==> config.mk <==
export PLATFORM = sky130hd
export DESIGN_NAME = inst_fetch_queue
export DESIGN_NICKNAME = d
export VERILOG_FILES = /design/src/rtl/inst_fetch_queue_pkg.sv /design/src/rtl/inst_fetch_queue_ram.sv /design/src/rtl/inst_fetch_queue.sv
export SDC_FILE = /design/constraint.sdc
export NUM_CORES = 1
export LEC_CHECK = 0
export BUFFER_PORTS_ARGS = -buffer_cell sky130_fd_sc_hd__buf_2
export CAP_MARGIN = 15
export CELL_PAD_IN_SITES_DETAIL_PLACEMENT = 1
export CELL_PAD_IN_SITES_GLOBAL_PLACEMENT = 1
export CORE_AREA = 2 2 259 261
export DETAILED_ROUTE_END_ITERATION = 10
export DIE_AREA = 0 0 261 263
export PLACE_DENSITY_LB_ADDON = 0.1
export SYNTH_ARGS = -nofsm -noshare
export SYNTH_HDL_FRONTEND = slang
export SYNTH_SLANG_ARGS = --single-unit
==> constraint.sdc <==
create_clock -name clk -period 4.5 [get_ports clk]
set_clock_uncertainty 0.2 [all_clocks]
set_input_delay 1.125 -clock clk [delete_from_list [all_inputs] [get_ports clk]]
set_output_delay 1.125 -clock clk [all_outputs]
set_load 0.1 [all_outputs]
==> src/rtl/inst_fetch_queue_pkg.sv <==
// Shared types for the instruction fetch queue: queue entry layout, slot
// validity encoding and the two-slot decode interface.
package inst_fetch_queue_pkg;

    typedef enum logic {
        INVALID = 1'b0,
        VALID   = 1'b1
    } control_signal_t;

    // IDLE: no fetch response due next cycle; WAIT: one response is due.
    typedef enum logic {
        FQ_IDLE = 1'b0,
        FQ_WAIT = 1'b1
    } fetch_state_t;

    typedef struct packed {
        logic [31:0] pc;
        logic [31:0] instr;
    } fq_entry_t;

    typedef struct packed {
        control_signal_t is_valid;
        logic [31:0]     pc;
        logic [31:0]     instr;
    } inst_slot_t;

    typedef struct packed {
        inst_slot_t a;
        inst_slot_t b;
    } Inst_PC_N;

    localparam logic [31:0] FETCH_STRIDE = 32'd8;
    localparam logic [31:0] WORD_BYTES   = 32'd4;

    function automatic logic [1:0] clamp_pop(input logic [1:0] req);
        return (req == 2'd3) ? 2'd2 : req;
    endfunction

endpackage

==> src/rtl/inst_fetch_queue_ram.sv <==
// DEPTH x 64 entry store for the fetch queue: two write ports (tail, tail+1)
// and two combinational read ports (head, head+1).
module fq_ram
    import inst_fetch_queue_pkg::*;
#(
    parameter int DEPTH = 8,
    localparam int AW   = $clog2(DEPTH)
) (
    input  logic          clk,
    input  logic          i_we,
    input  logic [AW-1:0] i_waddr_a,
    input  logic [AW-1:0] i_waddr_b,
    input  fq_entry_t     i_wdata_a,
    input  fq_entry_t     i_wdata_b,
    input  logic [AW-1:0] i_raddr_a,
    input  logic [AW-1:0] i_raddr_b,
    output fq_entry_t     o_rdata_a,
    output fq_entry_t     o_rdata_b
);

    fq_entry_t w_entries [DEPTH];

    for (genvar gi = 0; gi < DEPTH; gi++) begin : g_entry
        fq_entry_t r_entry;

        // The two write addresses are always distinct, so port order is moot.
        always_ff @(posedge clk) begin
            if (i_we && (i_waddr_a == AW'(gi))) begin
                r_entry <= i_wdata_a;
            end else if (i_we && (i_waddr_b == AW'(gi))) begin
                r_entry <= i_wdata_b;
            end
        end

        assign w_entries[gi] = r_entry;
    end

    assign o_rdata_a = w_entries[i_raddr_a];
    assign o_rdata_b = w_entries[i_raddr_b];

endmodule

==> src/rtl/inst_fetch_queue.sv <==
// Dual-issue fetch front end: PC generation, credit-gated two-word fetch,
// circular queue of {pc, instr} and a two-slot view of its oldest entries.
module inst_fetch_queue
    import inst_fetch_queue_pkg::*;
#(
    parameter int          DEPTH    = 8,
    parameter logic [31:0] RESET_PC = 32'h0000_0000
) (
    input  logic                    clk,
    input  logic                    rst,
    output logic                    imem_req,
    output logic [31:0]             imem_addr,
    input  logic [31:0]             imem_rdata_a,
    input  logic [31:0]             imem_rdata_b,
    input  logic                    flush,
    input  logic [31:0]             flush_pc,
    input  logic [1:0]              pop_cnt,
    output Inst_PC_N                inst_out,
    output logic [$clog2(DEPTH):0]  count,
    output logic                    empty
);

    localparam int AW = $clog2(DEPTH);
    localparam int CW = AW + 1;
    localparam logic [CW-1:0] PUSH_LIMIT = CW'(DEPTH - 2);

    logic [31:0]   r_pc,      w_pc_next;
    logic [31:0]   r_req_pc,  w_req_pc_next;
    fetch_state_t  r_state,   w_state_next;
    logic [AW-1:0] r_head,    w_head_next;
    logic [AW-1:0] r_tail,    w_tail_next;
    logic [CW-1:0] r_count,   w_count_next;

    logic          w_pending;
    logic [CW:0]   w_credit_need;
    logic          w_req;
    logic          w_push;
    logic [1:0]    w_pop_req;
    logic [1:0]    w_pop;
    fq_entry_t     w_wdata_a, w_wdata_b, w_rdata_a, w_rdata_b;

    // Credit counts the response already in flight, so an issued request
    // always finds two free slots even if decode pops nothing meanwhile.
    assign w_pending     = (r_state == FQ_WAIT);
    assign w_credit_need = {1'b0, r_count} + (w_pending ? (CW+1)'(2) : '0);
    assign w_req         = !rst && !flush && (w_credit_need <= {1'b0, PUSH_LIMIT});
    assign w_push        = w_pending && !flush;
    assign w_pop_req     = clamp_pop(pop_cnt);
    assign w_pop         = (r_count < CW'(w_pop_req)) ? r_count[1:0] : w_pop_req;

    always_comb begin
        w_pc_next     = r_pc;
        w_req_pc_next = r_req_pc;
        w_state_next  = r_state;
        w_head_next   = r_head;
        w_tail_next   = r_tail;
        w_count_next  = r_count;
        if (flush) begin
            w_pc_next    = flush_pc;
            w_state_next = FQ_IDLE;
            w_head_next  = '0;
            w_tail_next  = '0;
            w_count_next = '0;
        end else begin
            w_state_next = w_req ? FQ_WAIT : FQ_IDLE;
            if (w_req) begin
                w_pc_next     = r_pc + FETCH_STRIDE;
                w_req_pc_next = r_pc;
            end
            if (w_push) begin
                w_tail_next = r_tail + AW'(2);
            end
            w_head_next  = r_head + AW'(w_pop);
            w_count_next = r_count + (w_push ? CW'(2) : '0) - CW'(w_pop);
        end
    end

    always_ff @(posedge clk or posedge rst) begin
        if (rst) begin
            r_pc     <= RESET_PC;
            r_req_pc <= '0;
            r_state  <= FQ_IDLE;
            r_head   <= '0;
            r_tail   <= '0;
            r_count  <= '0;
        end else begin
            r_pc     <= w_pc_next;
            r_req_pc <= w_req_pc_next;
            r_state  <= w_state_next;
            r_head   <= w_head_next;
            r_tail   <= w_tail_next;
            r_count  <= w_count_next;
        end
    end

    assign w_wdata_a = '{pc: r_req_pc,              instr: imem_rdata_a};
    assign w_wdata_b = '{pc: r_req_pc + WORD_BYTES, instr: imem_rdata_b};

    fq_ram #(.DEPTH(DEPTH)) u_ram (
        .clk       (clk),
        .i_we      (w_push),
        .i_waddr_a (r_tail),
        .i_waddr_b (r_tail + AW'(1)),
        .i_wdata_a (w_wdata_a),
        .i_wdata_b (w_wdata_b),
        .i_raddr_a (r_head),
        .i_raddr_b (r_head + AW'(1)),
        .o_rdata_a (w_rdata_a),
        .o_rdata_b (w_rdata_b)
    );

    always_comb begin
        inst_out            = '0;
        inst_out.a.is_valid = INVALID;
        inst_out.b.is_valid = INVALID;
        if (r_count >= CW'(1)) begin
            inst_out.a.is_valid = VALID;
            inst_out.a.pc       = w_rdata_a.pc;
            inst_out.a.instr    = w_rdata_a.instr;
        end
        if (r_count >= CW'(2)) begin
            inst_out.b.is_valid = VALID;
            inst_out.b.pc       = w_rdata_b.pc;
            inst_out.b.instr    = w_rdata_b.instr;
        end
    end

    assign imem_req  = w_req;
    assign imem_addr = r_pc;
    assign count     = r_count;
    assign empty     = (r_count == '0);

    a_no_overflow: assert property (@(posedge clk) disable iff (rst)
        w_push |-> ((r_count - CW'(w_pop)) <= PUSH_LIMIT));

endmodule

==> results of run 1 <==
final cells by class:
type / instances / share of cell area (%)
clock inverter: 33 / 0.853
antenna: 8 / 0.0539
clock buffer: 78 / 4.37
multi-input combinational: 1702 / 38.4
inverter: 37 / 0.428
timing repair buffer: 336 / 6.56
tap: 864 / 2.91
sequential: 586 / 46.5
power breakdown:
| part | switching, mW | internal, mW | leakage (nW) |
|---|---|---|---|
| combinational | 11.4 | 4.25 | 7.27 |
| sequential | 0.820 | 6.61 | 5.56 |
| clock | 2.16 | 2.87 | 0.953 |
| total | 14.4 | 13.7 | 13.8 |
timing repair:
action / in CTS / in global routing
cloned: 0 / 0
resized for setup: 2 / 5
setup endpoints to repair: 15 / 4
state kept, by name, indices dropped and copies added, names as in the netlist:
name,cells
count,4
r_state,1
r_head,3
r_tail,2
u_ram.g_entry.r_entry,512
imem_addr,32
r_req_pc,32
Yosys cell counts, types with 9 or more instances:
| cell type | n | area [µm²] |
|---|---|---|
| nand2_1 | 676 | 2540 |
| clkbuf_1 | 262 | 983 |
| and4_1 | 9 | 78.8 |
| a21oi_1 | 70 | 350 |
| dfrtp_1 | 74 | 1850 |
| mux2i_1 | 67 | 671 |
| nor4_1 | 15 | 93.8 |
| o21ai_0 | 20 | 100 |
| nand4_1 | 29 | 181 |
| o311ai_0 | 9 | 78.8 |
| edfxtp_1 | 512 | 15400 |
| inv_1 | 34 | 128 |
| nor3_1 | 45 | 225 |
| mux4_2 | 256 | 5770 |
| nand3_1 | 38 | 190 |
| buf_2 | 44 | 220 |
| nor2_1 | 111 | 417 |
| xor2_1 | 155 | 1360 |
| xnor2_1 | 84 | 736 |
| ha_1 | 15 | 188 |
| or4_1 | 9 | 67.6 |
| buf_1 | 32 | 120 |
final timing paths:
check / from / endpoint / slack (ns) / cells past startpoint
max: r_head[0] / inst_out[118] / 0.14 / 6
min: imem_addr[0] / r_req_pc[0] / 0.32 / 2
max reg2reg: r_req_pc[3] / u_ram.g_entry[2].r_entry[54] / 1.14 / 7
min reg2reg: imem_addr[0] / r_req_pc[0] / 0.32 / 2
max in group asynchronous: rst / r_req_pc[30] / 2.88 / 3
min in group asynchronous: rst / imem_addr[9] / 0.47 / 2
layout by cell type, fill, tap and decap left out, drive strengths merged, types with 3 or more instances in the layout:
cell type  count
clkinv        31
and3           7
o21ai         20
fa             3
nand3         38
o311ai         9
nor3b          4
o211ai         6
nor2b          4
bufinv         6
xnor2         84
nand3b         4
clkinvlp       3
a221o          4
a22oi          6
dfrtp         74
nor2         116
clkbuf        78
or4            9
nor3          50
nand4         30
ha            15
mux2i         67
xor2         155
mux2           7
or2            3
diode          8
and4           9
nor4          24
inv           30
a21oi         70
a31oi          4
edfxtp       512
nand2        676
and2           4
mux4         256
buf          336
worst max-delay path, stage by stage (launching register included):
cell and delay [ns]:
dfrtp_4 0.46, buf_16 0.31, buf_16 0.35, mux4_2 0.57, mux2i_1 0.30, nor2_2 0.05, buf_2 0.32
stage by stage:
stage / TNS [ns] / hold slack [ns] / cell area (µm²)
floorplan: -2.09 / 0.338 / 32900
global placement: 0 / 0.306 / 35100
detailed placement: 0 / 0.318 / 35100
CTS: 0 / 0.334 / 37100
global route: 0 / 0.349 / 37100
finish: 0 / 0.324 / 37100
cell families after synthesis:
group,count (synthesis),synth area share [%]
XOR/XNOR,239,6.42
adder cells (fa/ha/maj),18,0.759
AND/OR/NAND/NOR,985,13.1
flip-flops,586,52.8
AO/OA/AOI/OAI,130,2.37
buffers and inverters,379,4.59
multiplexers,330,20.0
layer usage:
metal | up-vias | GRT usage, %
li1 | 9665 | -
met1 | 11700 | 37.2
met2 | 787 | 48.5
met3 | 179 | 4.65
met4 | 10 | 9.11
met5 | - | 0
==> metrics.yaml, run 1 <==
outcome: "completed"
htree_levels: 2
avgRoutedWirePerCell_um: 26.5
m1WireLength_mm: 38.5
cp.required_ns: 3.17
drv_cap: 0
rsz0062_at_grt: "no"
syn_avg_cell_area_um2: 12.2
fin_crit_sh_pct: 97.0
vias: 22300
syn_inst: 2667
finalPower_mw: 28.1
power_density_nw_per_um2: 758
worst_slack_ns: 0.135
dieArea_um2: 68600
vdd_drop_max_mv: 0.542
core_area_um2: 65600
fmax_ghz: 0.229
dr_wl_met2_mm: 49.4
utilization_pct: 56.5
die_y_um: 263
drc: 0
cts_hold_buf: 0
area_delta_synth_final_pct: 13.7
initial_core_util_pct: 49.7
cts_tree: "yes"
globalplace.congestion: 0.850
ys_seq_elements: 586
relSlewSlack_pct: 25.6
drtAntennaViolNets: 0
final_layout_size_suffix_gt1_share_pct: 29.7
final-hold-violation-count: 0
yosysWarnings: 0
preCtsSetupSlack_ns: 0.624
wl_met3_mm: 6.12
synth_ff_type: "edfxtp_1"
fin_crit_ns: 4.36
netlist_area_um2: 32600
clockRootBuffer: "clkbuf_16"
synth_edf_count: 512
tightest_slew_ns: 1.12
rows: 94
async_flop_share_pct: 12.6
multi_input_area_um2: 14200
io_buffer_count: 268
grt_pass1_wl_mm: 148
track_usage_pct: 28.4
seq_area_frac_synth_pct: 52.8
nNetsFinal: 2843
syn_nets: 2786
crit_fanout: 54
antenna_found_initial: 11
hpwlAfterDp_mm: 60.9
cp_data_arrival_time_ns: 3.04
drtIter0Drc: 1841
final-setup-viol-count: 0
dr.pass1.iters: 5
place_inst: 3525
fillCellCount: 6545
gr-total-overflow: 0
crit_type: "register to primary output"
clock_latency_ns: 0.64
clk_pin_slew_ns: 0.06
seqCellArea_um2: 17200
maxUsedRoutingLayer: "met5"
grt_pass1_vias: 24100
synthDistinctLibCells: 57
leakagePower_nw: 13.8
drv_slew: 0
cp-start-kind: "register"
routed_via_density: 6.12
finalNonFillerCells: 3644
post_cts_buffers: 0
hp-class: "register to register"
clock-sinks: 586
pin_count: 269
cts.path.max_buffers: 3
endpoint_kind: "primary output"
grt_max_degree: 130
cts_buffers: 61
die_w_um: 261
routed_wl_mm: 96.7
No activity file was read; power rests on OpenSTA's default activity.
==> run 2: changes to the inputs <==
--- a/config.mk
+++ b/config.mk
@@ -12,7 +12,9 @@
 export CORE_AREA = 2 2 259 261
 export DETAILED_ROUTE_END_ITERATION = 10
 export DIE_AREA = 0 0 261 263
-export PLACE_DENSITY_LB_ADDON = 0.1
+export GPL_TIMING_DRIVEN = 0
+export PLACE_DENSITY = 0.87
+export SETUP_SLACK_MARGIN = 0.15
 export SYNTH_ARGS = -nofsm -noshare
 export SYNTH_HDL_FRONTEND = slang
 export SYNTH_SLANG_ARGS = --single-unit
==> run 2 against run 1 <==
Compared with the run above:
- the run now ends with setup timing left
- fmax down 3.7%
- critical path depth rose by 2
- worst setup slack worse by 0.17 ns
- clock-buffer cell count increased by 9
- via count increased by 21%
- sequential power fell by 6.1%
- first-iteration DRC count rose by 120%
- register-to-register slack got worse by 0.48 ns
- non-clock buffer count up 293
- sequential share of layout area down 2.2 points
- combinational power is 15% higher
- die area did not move
- largest cell class unchanged
==> metrics.yaml, run 2 (same netlist as run 1, synthesis figures left out) <==
routed_wl_mm: 133
cts.path.max_buffers: 3
drv_slew: 0
leakagePower_nw: 14.5
r2r_slack_ns: 0.66
drc: 0
clockRootBuffer: "clkbuf_16"
globalplace.congestion: 0.889
worst_slack_ns: -0.0344
final-setup-viol-count: 1
grt_pass1_wl_mm: 188
final_common_cell: "nand2_1"
drtAntennaViolNets: 0
fin_crit_ns: 4.53
hp-class: "input pin to async pin"
clock-sinks: 586
rr_startpoint: "r_state"
final_area_um2: 38900
cts_buffers: 67
violations: "setup timing"
outcome: "complete, but fails checks"
initial_core_util_pct: 49.7
seqCellArea_um2: 17200
power_density_nw_per_um2: 789
track_usage_pct: 37.6
nNetsFinal: 3142
pin_count: 269
tightest_slew_ns: 1.37
cts_hold_buf: 0
dr.pass1.iters: 6
vias: 26900
final-hold-violation-count: 0
cp.required_ns: 3.17
grt_max_degree: 54
final.setup.tns_ns: -0.0344
hpwlAfterDp_mm: 81.1
core_area_um2: 65600
rsz0062_at_grt: "yes"
avgRoutedWirePerCell_um: 33.7
gr-total-overflow: 0
place_area_um2: 35800
die_w_um: 261
htree_levels: 3
area_delta_synth_final_pct: 19.4
r2r-end: "u_ram.g_entry[4].r_entry[29]"
dieArea_um2: 68600
cp-start-kind: "register"
reg2reg_depth: 9
fillCellCount: 6549
clk_pin_slew_ns: 0.06
relSlewSlack_pct: 8.98
multi_input_area_um2: 14400
crit_type: "register to primary output"
cts_tree: "yes"
clock_latency_ns: 0.65
largest-register: "u_ram.g_entry.r_entry"
endpoint_kind: "primary output"
die_y_um: 263
routed_via_density: 6.82
drtIter0Drc: 4018
cp_data_arrival_time_ns: 3.21
drv_cap: 0
largest_reg_flops: 512
fin_crit_sh_pct: 101
fmax_ghz: 0.221
vdd_drop_max_mv: 0.507
antenna_found_initial: 12
final_layout_size_suffix_gt1_share_pct: 29.1
crit_fanout: 10
final_cell_mix: "nand2_1, edfxtp_1, mux4_2"
grt_pass1_vias: 28200
io_buffer_count: 268
rows: 94
holdWs_ns: 0.286
run 2: changes by cell type in the layout (fill, tap and decap cells not counted), sizes merged:
cell / delta
buf: +27
clkinvlp: +2
clkbuf: +274
diode: +3
clkinv: -5
clkdlybuf4s15: +1
inv: +3
run 2: metal layers:
metal / vias to the layer above / GRT usage [%] / part of all wire, %
li1: 10300 / - / -
met1: 13400 / 45.3 / 33
met2: 2605 / 58.9 / 47
met3: 656 / 11.5 / 13
met4: 8 / 23.7 / 6.5
met5: - / 0 / 0.044
run 2: repair_timing:
item                                    in CTS  in global routing
pin swaps                                    2                  1
endpoints found under the setup margin     131                118
resized for setup                          256                 84
buffers inserted                             4                  1
run 2: power breakdown:
group	total, mW	leakage, nW	internal (mW)	switching (mW)
combinational	18.0	7.94	4.86	13.2
sequential	6.98	5.56	6.62	0.360
clock	5.69	1.04	3.21	2.48
total	30.7	14.5	14.7	16.0
run 2: per-stage QoR:
stage | power (mW) | setup WS, ns | util [%] | std cells
after detailed placement | 23.5 | -0.498 | 54.5 | 3813
final | 30.7 | -0.0344 | 59.3 | 3949
after global routing | 31.4 | 0.0300 | 59.3 | 3944
after global placement | 22.9 | -2.59 | 53.9 | 3799
after CTS | 29.8 | 0.152 | 58.8 | 3936
after floorplan | 19.8 | -0.213 | - | 2667
run 2: cell type report:
type,instances,area share (%)
plain buffers,341,4.61
flip-flops and latches,586,44.2
clock buffers,87,4.66
inverters,37,0.408
repair buffers,288,5.41
well taps,864,2.78
clock inverters,33,0.883
multi-input cells,1702,36.9
diodes,11,0.0707
run 2: worst max-delay path by stage:
stage | depth (start not counted) | startpoint | slack [ns] | to
after floorplan | 8 | count[2] | -0.21 | inst_out[100]
after global placement | 5 | flush | -2.59 | u_ram.g_entry[1].r_entry[30]
after detailed placement | 8 | r_head[0] | -0.50 | inst_out[0]
after CTS | 8 | count[1] | 0.15 | imem_req
after global routing | 8 | r_head[0] | 0.03 | inst_out[1]
final | 8 | r_head[0] | -0.03 | inst_out[1]
run 2: worst max-delay path: stages, from the launching register on:
cell and delay [ns]:
dfrtp_2 0.46, clkbuf_2 0.20, buf_4 0.29, clkbuf_8 0.29, buf_4 0.30, mux4_2 0.24, nand2_1 0.11, a21oi_2 0.38
buf_6 0.29
